### src/rtl/sdpram_arb_pkg.sv
// Shared types and helpers for the simple dual-port RAM arbiter.
package sdpram_arb_pkg;

  localparam int DEF_NUM_REQ    = 2;
  localparam int DEF_DATA_WIDTH = 32;
  localparam int DEF_ADDR_WIDTH = 8;
  localparam int DEF_RD_LAT     = 3;

  // Tag id is sized for the largest supported requester count (8).
  localparam int TAG_ID_W = 3;

  function automatic int id_width(input int n);
    return (n > 1) ? $clog2(n) : 1;
  endfunction

  typedef struct packed {
    logic                valid;
    logic [TAG_ID_W-1:0] id;
  } rd_tag_t;

endpackage

### src/rtl/rr_arbiter.sv
// Round-robin arbiter: grants the first requester at or above the pointer,
// wrapping, and moves the pointer just past the winner.
module rr_arbiter
  import sdpram_arb_pkg::*;
#(
  parameter int N = 2,
  localparam int ID_W = id_width(N)
) (
  input  logic            clk,
  input  logic            rst,
  input  logic [N-1:0]    req,
  output logic [N-1:0]    gnt,
  output logic [ID_W-1:0] gnt_id
);

  logic [ID_W-1:0] ptr_q, ptr_d;
  logic            found;

  always_comb begin
    gnt    = '0;
    gnt_id = '0;
    found  = 1'b0;
    // k is the distance from the pointer; smallest eligible distance wins.
    for (int k = 0; k < N; k++) begin
      for (int i = 0; i < N; i++) begin
        if (!found && req[i] && (((i + N - int'(ptr_q)) % N) == k)) begin
          found  = 1'b1;
          gnt[i] = 1'b1;
          gnt_id = ID_W'(i);
        end
      end
    end
    ptr_d = ptr_q;
    if (found) begin
      ptr_d = (int'(gnt_id) == N - 1) ? '0 : ID_W'(int'(gnt_id) + 1);
    end
  end

  always_ff @(posedge clk) begin
    if (rst) begin
      ptr_q <= '0;
    end else begin
      ptr_q <= ptr_d;
    end
  end

endmodule

### src/rtl/sdpram_arbiter.sv
// Shares one simple dual-port RAM among NUM_REQ clients: writes on port A,
// reads on port B, with tagged read data steered back to the issuer.
module sdpram_arbiter
  import sdpram_arb_pkg::*;
#(
  parameter int NUM_REQ    = DEF_NUM_REQ,
  parameter int DATA_WIDTH = DEF_DATA_WIDTH,
  parameter int ADDR_WIDTH = DEF_ADDR_WIDTH,
  parameter int RD_LAT     = DEF_RD_LAT
) (
  input  logic                          clk,
  input  logic                          rst,
  input  logic [NUM_REQ-1:0]            req_valid,
  input  logic [NUM_REQ-1:0]            req_we,
  input  logic [NUM_REQ*ADDR_WIDTH-1:0] req_addr,
  input  logic [NUM_REQ*DATA_WIDTH-1:0] req_wdata,
  output logic [NUM_REQ-1:0]            req_ready,
  output logic [NUM_REQ-1:0]            rsp_valid,
  output logic [DATA_WIDTH-1:0]         rsp_data,
  output logic                          busy,
  output logic                          ram_wena,
  output logic [ADDR_WIDTH-1:0]         ram_addra,
  output logic [DATA_WIDTH-1:0]         ram_dina,
  output logic [ADDR_WIDTH-1:0]         ram_addrb,
  input  logic [DATA_WIDTH-1:0]         ram_doutb
);

  localparam int ID_W = id_width(NUM_REQ);

  logic [NUM_REQ-1:0]    wr_req, rd_req, wr_gnt, rd_gnt;
  logic [ID_W-1:0]       wr_id, rd_id;
  logic [ADDR_WIDTH-1:0] wr_addr, rd_addr;
  logic [DATA_WIDTH-1:0] wr_data;

  // No grants while reset is held, so nothing handshakes during reset.
  assign wr_req = rst ? '0 : (req_valid & req_we);
  assign rd_req = rst ? '0 : (req_valid & ~req_we);

  rr_arbiter #(.N(NUM_REQ)) u_wr_arb (
    .clk    (clk),
    .rst    (rst),
    .req    (wr_req),
    .gnt    (wr_gnt),
    .gnt_id (wr_id)
  );

  rr_arbiter #(.N(NUM_REQ)) u_rd_arb (
    .clk    (clk),
    .rst    (rst),
    .req    (rd_req),
    .gnt    (rd_gnt),
    .gnt_id (rd_id)
  );

  assign req_ready = wr_gnt | rd_gnt;

  always_comb begin
    wr_addr = '0;
    wr_data = '0;
    rd_addr = '0;
    for (int i = 0; i < NUM_REQ; i++) begin
      if (ID_W'(i) == wr_id) begin
        wr_addr = req_addr[i*ADDR_WIDTH +: ADDR_WIDTH];
        wr_data = req_wdata[i*DATA_WIDTH +: DATA_WIDTH];
      end
      if (ID_W'(i) == rd_id) begin
        rd_addr = req_addr[i*ADDR_WIDTH +: ADDR_WIDTH];
      end
    end
  end

  logic                  ram_wena_q, ram_wena_d;
  logic [ADDR_WIDTH-1:0] ram_addra_q, ram_addra_d;
  logic [DATA_WIDTH-1:0] ram_dina_q, ram_dina_d;
  logic [ADDR_WIDTH-1:0] ram_addrb_q, ram_addrb_d;
  rd_tag_t               tag_q [RD_LAT+1];
  rd_tag_t               tag_d;
  logic [NUM_REQ-1:0]    rsp_valid_q, rsp_valid_d;
  logic [DATA_WIDTH-1:0] rsp_data_q, rsp_data_d;
  logic                  busy_w;

  always_comb begin
    ram_wena_d  = |wr_gnt;
    ram_addra_d = (|wr_gnt) ? wr_addr : ram_addra_q;
    ram_dina_d  = (|wr_gnt) ? wr_data : ram_dina_q;
    ram_addrb_d = (|rd_gnt) ? rd_addr : ram_addrb_q;

    tag_d       = '0;
    tag_d.valid = |rd_gnt;
    tag_d.id    = TAG_ID_W'(rd_id);

    // The last tag stage lines up with ram_doutb for that read.
    rsp_valid_d = '0;
    for (int i = 0; i < NUM_REQ; i++) begin
      rsp_valid_d[i] = tag_q[RD_LAT].valid && (tag_q[RD_LAT].id == TAG_ID_W'(i));
    end
    rsp_data_d = tag_q[RD_LAT].valid ? ram_doutb : rsp_data_q;

    busy_w = 1'b0;
    for (int k = 0; k <= RD_LAT; k++) begin
      busy_w = busy_w | tag_q[k].valid;
    end
  end

  always_ff @(posedge clk) begin
    if (rst) begin
      ram_wena_q  <= 1'b0;
      ram_addra_q <= '0;
      ram_dina_q  <= '0;
      ram_addrb_q <= '0;
      rsp_valid_q <= '0;
      rsp_data_q  <= '0;
      for (int k = 0; k <= RD_LAT; k++) begin
        tag_q[k] <= '0;
      end
    end else begin
      ram_wena_q  <= ram_wena_d;
      ram_addra_q <= ram_addra_d;
      ram_dina_q  <= ram_dina_d;
      ram_addrb_q <= ram_addrb_d;
      rsp_valid_q <= rsp_valid_d;
      rsp_data_q  <= rsp_data_d;
      tag_q[0]    <= tag_d;
      for (int k = 1; k <= RD_LAT; k++) begin
        tag_q[k] <= tag_q[k-1];
      end
    end
  end

  assign ram_wena  = ram_wena_q;
  assign ram_addra = ram_addra_q;
  assign ram_dina  = ram_dina_q;
  assign ram_addrb = ram_addrb_q;
  assign rsp_valid = rsp_valid_q;
  assign rsp_data  = rsp_data_q;
  assign busy      = busy_w;

endmodule
### config.mk
export PLATFORM = sky130hd
export DESIGN_NAME = sdpram_arbiter
export DESIGN_NICKNAME = d
export VERILOG_FILES = /design/src/rtl/sdpram_arb_pkg.sv /design/src/rtl/rr_arbiter.sv /design/src/rtl/sdpram_arbiter.sv
export SDC_FILE = /design/constraint.sdc
export NUM_CORES = 1
export LEC_CHECK = 0
export BUFFER_PORTS_ARGS = -buffer_cell sky130_fd_sc_hd__buf_2
export CAP_MARGIN = 20
export CORE_MARGIN = 4
export CORE_UTILIZATION = 40
export CTS_BUF_LIST = sky130_fd_sc_hd__clkbuf_4 sky130_fd_sc_hd__clkbuf_8
export DETAILED_ROUTE_END_ITERATION = 10
export GPL_ROUTABILITY_DRIVEN = 0
export GPL_TIMING_DRIVEN = 0
export PLACE_DENSITY = 0.83
export SLEW_MARGIN = 15
export SYNTH_ARGS = -nofsm -noshare
export SYNTH_HDL_FRONTEND = slang
export SYNTH_SLANG_ARGS = --single-unit
export TNS_END_PERCENT = 30
### constraint.sdc
create_clock -name clk -period 4.13 [get_ports clk]
set_clock_uncertainty 0.1 [all_clocks]
set_input_delay 0.413 -clock clk [delete_from_list [all_inputs] [get_ports clk]]
set_output_delay 0.413 -clock clk [all_outputs]
set_load 0.02 [all_outputs]
==> results of run 1 <==
-- critical path: stages (launching register included) --
cell and delay, ns:
dfxtp_1 0.34, and3b_1 0.31, buf_2 0.26, buf_2 0.26
o21bai_1 0.09, buf_2 0.17
-- cell usage after synthesis --
master     n  area (um2)
o21bai_1  14         105
or3_1     19         119
nand2b_1   2        12.5
and3_1     1        6.26
nor2b_1    8        50.1
nor3b_2    1        12.5
a311oi_1  21         184
buf_1      2        7.51
nor4_1     8        50.1
clkbuf_1  27         101
and3b_1    2        17.5
o21ai_1   21         105
clkbuf_2   1        5.00
a22o_1     1        8.76
nand3_1    8        40.0
a21o_1     1        7.51
a22oi_1    1        7.51
a32o_1    19         190
nand2_1    2        7.51
buf_2     14        70.1
nor2_1    44         165
nor3b_1    1        7.51
o32ai_1    1        8.76
dfxtp_1   93        1860
nand3b_1   2        15.0
and2_1     1        6.26
buf_4      1        7.51
mux2i_1   32         320
a211oi_1   8        60.1
a21oi_1   15        75.1
nor3_1    17        85.1
nor2_2     1        6.26
or4_1     20         150
-- path summary, 6_finish.rpt --
path | startpoint | to | slack (ns)
worst max-delay path | u_wr_arb.ptr_q$_SDFFE_PP0P_ | req_ready[1] | 1.82
worst min register to register | tag_q[0][12]$_SDFF_PP0_ | rsp_valid[0]$_SDFF_PP0_ | 0.32
worst min-delay path | ram_doutb[9] | rsp_data[9]$_SDFFE_PP0P_ | 0.17
worst max register to register | u_wr_arb.ptr_q$_SDFFE_PP0P_ | ram_addra[4]$_SDFFE_PP0P_ | 2.41
-- metal layers --
layer	vias up	global-route usage, %	wire length (um)
met5	-	0	0
met4	0	8.58	375
met3	35	6.07	1170
met2	234	35.9	6340
met1	1969	27.3	5060
li1	1956	-	-
-- through the flow --
| step | setup WS (ns) | total power [mW] |
|---|---|---|
| after detailed placement | 1.96 | 1.35 |
| after CTS | 1.80 | 1.93 |
| final | 1.82 | 1.93 |
| after global placement | 1.96 | 1.34 |
| after global routing | 1.65 | 2.01 |
| after floorplan | 2.08 | 1.19 |
-- power by group --
part           switching [mW]  total (mW)  internal (mW)
Clock                   0.359       0.591          0.232
Combinational           0.219       0.359          0.140
Sequential             0.0268       0.975          0.949
-- final cells by class --
class | instances | area (um2) | share of cell area (%)
Timing Repair Buffer | 201 | 1010 | 19.2
Sequential cell | 93 | 1860 | 35.6
Tap cell | 129 | 161 | 3.08
Clock inverter | 7 | 68.8 | 1.31
Multi-Input combinational cell | 271 | 1820 | 34.8
Buffer | 45 | 191 | 3.66
Clock buffer | 9 | 124 | 2.37
-- registers in the layout, indices dropped and copies added (netlist names) --
register,flops
ram_dina,32
u_rd_arb.ptr_q,1
u_wr_arb.ptr_q,1
ram_addra,8
rsp_valid,2
ram_addrb,8
tag_q,8
ram_wena,1
rsp_data,32
-- cells by family (layout without fill, tap and decap cells) --
family,after synthesis,in the layout,share of synthesized area [%]
multiplexers,32,32,8.26
buffers and inverters,45,262,4.94
AO/OA/AOI/OAI,102,102,19.4
flip-flops,93,93,48.0
AND/OR/NAND/NOR,137,137,19.4
==> impl_metrics.py, run 1 <==
metrics = {
    "power_and_ir_drop": {
        "ir_drop_uv": 215,
        "power.density_mw_per_mm2": 368,
        "leakagePower_nw": 2.30,
    },
    "synthesis": {
        "yosysWarnings": 0,
        "synth-seq-cells": 93,
        "syn_inst": 409,
        "netlist_area_mm2": 0.00388,
        "avgSynthCellArea_um2": 9.48,
        "ys_seq_area_share_pct": 48.0,
        "ys_types": 33,
        "syn_nets": 527,
    },
    "sta": {
        "tightest_slew_ns": 0.678,
        "slew_violations": 0,
        "slew_headroom_pct": 54.8,
        "setup_viol": 0,
        "period_share_pct": 56.0,
        "finalHoldViolCount": 0,
        "timing.hold.ws_ns": 0.171,
        "post-route-min-period_ns": 2.31,
        "rsz0062_at_grt": "no",
        "finalSetupTns_ns": 0,
        "max_freq_ghz": 0.432,
    },
    "worst_setup_path": {
        "crit_arrival_ns": 1.80,
        "critPathMaxFanout": 10,
        "critPathCaptureType": "output port",
        "reg2reg_depth": 4,
        "path_class": "reg -> out",
        "cp-start-kind": "register",
        "cp.required_ns": 3.62,
    },
    "cells_and_area": {
        "layout_common_cells": "215 x buf_2, 93 x dfxtp_1, 44 x nor2_1, 32 x mux2i_1, 27 x clkbuf_1",
        "final_nets": 739,
        "layout_commonest_cell": "buf_2",
        "layout-drive-gt1-share_pct": 37.5,
        "stdcell_area_mm2": 0.00524,
        "fill_cells": 885,
        "diodes": 0,
        "syn2layout_area_growth_pct": 35.1,
        "final_core_util_pct": 56.1,
        "layoutNonFillerInstCount": 755,
    },
    "clocking": {
        "cts.repair.resized": 0,
        "tritoncts": "done",
        "cts.sinks": 93,
        "ctsHoldBuffers": 0,
        "cts_max_path_buffers": 2,
        "cts_root_buf": "clkbuf_8",
        "cts_setup_buffers": 0,
        "cts_made_buffers": 9,
        "htreeDepth": 3,
        "clock_latency_ns": 0.36,
        "clk_pin_slew_ns": 0.11,
    },
    "floorplan": {
        "fp.coreArea_mm2": 0.00933,
        "io_pins": 204,
        "die_area_mm2": 0.0113,
        "die_h_um": 106,
        "die_w_um": 106,
        "fp-row-count": 35,
        "initial_core_util_pct": 41.6,
    },
    "grt": {
        "antenna_found_initial": 0,
        "grt_use_total_pct": 21.9,
        "grt_max_degree": 19,
        "grt_pass1_wl_um": 19900,
        "first_global_vias": 4051,
        "grt-ovfl-total": 0,
    },
    "drt": {
        "wl_per_cell_um": 17.2,
        "wl_um": 12900,
        "drc": 0,
        "vias_per_cell": 5.55,
        "drtPass1Iterations": 5,
        "vias": 4194,
        "antenna_left": 0,
        "drt-initial-drc-count": 211,
    },
    "worst_hold_path": {
        "hp-class": "in -> reg",
        "min_path_cells": 3,
    },
    "status": {
        "outcome": "complete, no violations",
    },
    "run": {
        "maxCapViolCount": 0,
    },
    "place": {
        "dp_cells": 739,
        "placed_area_mm2": 0.00504,
        "port_buffers": 201,
        "place_hpwl_um": 9770,
    },
}
Power figures use the tool's default switching activity.
==> run 2, diff against run 1 <==
--- a/config.mk
+++ b/config.mk
@@ -5,6 +5,7 @@
 export SDC_FILE = /design/constraint.sdc
 export NUM_CORES = 1
 export LEC_CHECK = 0
+export ABC_AREA = 1
 export BUFFER_PORTS_ARGS = -buffer_cell sky130_fd_sc_hd__buf_2
 export CAP_MARGIN = 20
 export CORE_MARGIN = 4
==> constraint.sdc (replaced) <==
create_clock -name clk -period 2.25 [get_ports clk]
set_clock_uncertainty 0.1 [all_clocks]
set_input_delay 0.225 -clock clk [delete_from_list [all_inputs] [get_ports clk]]
set_output_delay 0.225 -clock clk [all_outputs]
set_load 0.02 [all_outputs]
==> impl_metrics.py, run 2 <==
metrics = {
    "worst_setup_path": {
        "slowest_stage": "clkbuf_1",
        "reg2reg_depth": 6,
        "path_cells": "clkinv_1 -> clkbuf_1 -> nand4_1 -> buf_2",
        "cp-start-kind": "register",
        "path_class": "reg -> out",
        "critPathMaxStageDelay_ns": 0.39,
        "r2r-start": "u_wr_arb.ptr_q$_SDFFE_PP0P_",
        "cp-endpoint": "busy",
        "startpoint": "tag_q[0][15]$_SDFF_PP0_",
        "crit_arrival_ns": 1.71,
        "critPathMaxFanout": 10,
        "reg2reg_slack_ns": 0.70,
        "critPathCaptureType": "output port",
        "r2r-end": "ram_dina[11]$_SDFFE_PP0P_",
        "cp.required_ns": 1.92,
    },
    "grt": {
        "first_global_vias": 4207,
        "antenna_found_initial": 0,
        "grt_max_degree": 15,
        "grt-ovfl-total": 0,
        "grt_use_total_pct": 21.1,
        "grt_pass1_wl_um": 19700,
    },
    "sta": {
        "finalHoldViolCount": 0,
        "rsz0062_at_grt": "no",
        "setup_viol": 0,
        "finalSetupTns_ns": 0,
        "post-route-min-period_ns": 2.03,
        "fin_ws_ns": 0.217,
        "period_share_pct": 90.3,
        "timing.hold.ws_ns": 0.0125,
        "tightest_slew_ns": 0.515,
        "slew_headroom_pct": 65.6,
        "max_freq_ghz": 0.492,
        "slew_violations": 0,
    },
    "cells_and_area": {
        "layout_commonest_cell": "buf_2",
        "syn2layout_area_growth_pct": 39.1,
        "fill_cells": 952,
        "diodes": 0,
        "final_core_util_pct": 57.4,
        "final_nets": 939,
        "layout_common_cells": "218 x buf_2, 130 x nor2_1, 99 x nand2_1, 93 x dfxtp_1, 72 x nand3_1",
        "layout-drive-gt1-share_pct": 29.2,
    },
    "synthesis": {
        "synth.top_cell.area_share_pct": 46.2,
        "ys_seq_area_share_pct": 46.2,
        "synth_area_leaders": "dfxtp_1 46%, nor2_1 12%, nand2_1 9.2%, nand3_1 8.9%, o21ai_0 7.6%",
        "yosysWarnings": 0,
        "netlist_area_mm2": 0.00403,
        "syn_inst": 591,
        "ys_types": 20,
        "synth_edf_count": 0,
        "ys_top_cells_by_count": "130 x nor2_1, 99 x nand2_1, 93 x dfxtp_1, 72 x nand3_1, 61 x o21ai_0",
        "synth_flop_cell": "dfxtp_1",
        "avgSynthCellArea_um2": 6.82,
        "yosys.area.top_type": "dfxtp_1",
        "synth-seq-cells": 93,
        "async_flop_share_pct": 0,
        "yosysMostFrequentCell": "nor2_1",
        "syn_nets": 709,
    },
    "floorplan": {
        "die_w_um": 108,
        "die_area_mm2": 0.0117,
        "die_h_um": 108,
        "fp.coreArea_mm2": 0.00977,
        "io_pins": 204,
        "fp-row-count": 36,
        "initial_core_util_pct": 41.2,
    },
    "clocking": {
        "tritoncts": "done",
        "cts_max_path_buffers": 2,
        "cts_setup_buffers": 0,
        "clk_pin_slew_ns": 0.09,
        "htreeDepth": 3,
        "cts.sinks": 93,
        "clock_latency_ns": 0.35,
        "cts_made_buffers": 9,
        "cts_root_buf": "clkbuf_8",
    },
    "power_and_ir_drop": {
        "power.density_mw_per_mm2": 659,
        "ir_drop_uv": 342,
        "leakagePower_nw": 3.07,
        "finalPower_mw": 3.70,
    },
    "place": {
        "place_hpwl_um": 9470,
        "port_buffers": 202,
        "dp_slack_ns": 0.336,
    },
    "drt": {
        "wl_per_cell_um": 13.2,
        "vias_per_cell": 4.70,
        "antenna_left": 0,
        "vias": 4505,
        "wl_um": 12600,
        "drtPass1Iterations": 5,
        "drt-initial-drc-count": 248,
        "drc": 0,
    },
    "worst_hold_path": {
        "hp-class": "in -> reg",
        "min_path_cells": 3,
    },
    "status": {
        "outcome": "complete, no violations",
    },
    "run": {
        "maxCapViolCount": 0,
    },
}
-- run 2: through the flow --
stage	cell area, um2	instances
after global routing	5610	958
after CTS	5600	957
after detailed placement	5210	926
final	5610	958
after global placement	5210	926
after floorplan	4030	591
-- run 2: power by group --
part           switching [mW]  internal [mW]
Sequential             0.0426           1.74
Combinational           0.398          0.257
Clock                   0.567          0.697
Total                    1.01           2.69
-- run 2: logic make-up after synthesis --
kind of cell | after synthesis | share of synthesized area (%)
simple gates | 324 | 34.4
buf+inv | 101 | 10.1
flops | 93 | 46.2
compound gates | 73 | 9.31
-- run 2: worst min path at each step --
| stage | from | end |
|---|---|---|
| floorplan | ram_doutb[0] | rsp_data[0]$_SDFFE_PP0P_ |
| global placement | tag_q[0][8]$_SDFF_PP0_ | tag_q[0][12]$_SDFF_PP0_ |
| detailed placement | tag_q[0][8]$_SDFF_PP0_ | tag_q[0][12]$_SDFF_PP0_ |
| CTS | ram_doutb[25] | rsp_data[25]$_SDFFE_PP0P_ |
| global route | ram_doutb[10] | rsp_data[10]$_SDFFE_PP0P_ |
| finish | ram_doutb[25] | rsp_data[25]$_SDFFE_PP0P_ |
-- run 2: layer usage --
layer / vias to the layer above / share of wire [%] / track usage, %
met5: - / 0 / 0
met4: 0 / 1.5 / 7.39
met3: 16 / 11 / 7.10
met2: 195 / 45 / 35.1
met1: 1979 / 42 / 25.4
li1: 2315 / - / -
-- run 2: area by class of cell --
type / instances / area, um2 / share of cell area [%]
flip-flops and latches: 93 / 1860 / 33.2
well taps: 133 / 166 / 2.97
clock inverters: 3 / 68.8 / 1.23
multi-input cells: 397 / 1760 / 31.4
inverters: 62 / 234 / 4.17
clock buffers: 12 / 159 / 2.83
repair buffers: 219 / 1180 / 21.1
plain buffers: 39 / 175 / 3.12
-- run 2: what timing repair did --
action,in CTS,in global routing
hold endpoints to repair,16,1
hold buffers,16,1
setup endpoints to repair,0,1
resized for setup,0,2
-- run 2: critical path: cells and delay by family, from the launching register on --
family | cells | cell delay, ns
buffers and inverters | 3 | 0.76
AND/OR/NAND/NOR | 1 | 0.23
flip-flops | 1 | 0.38
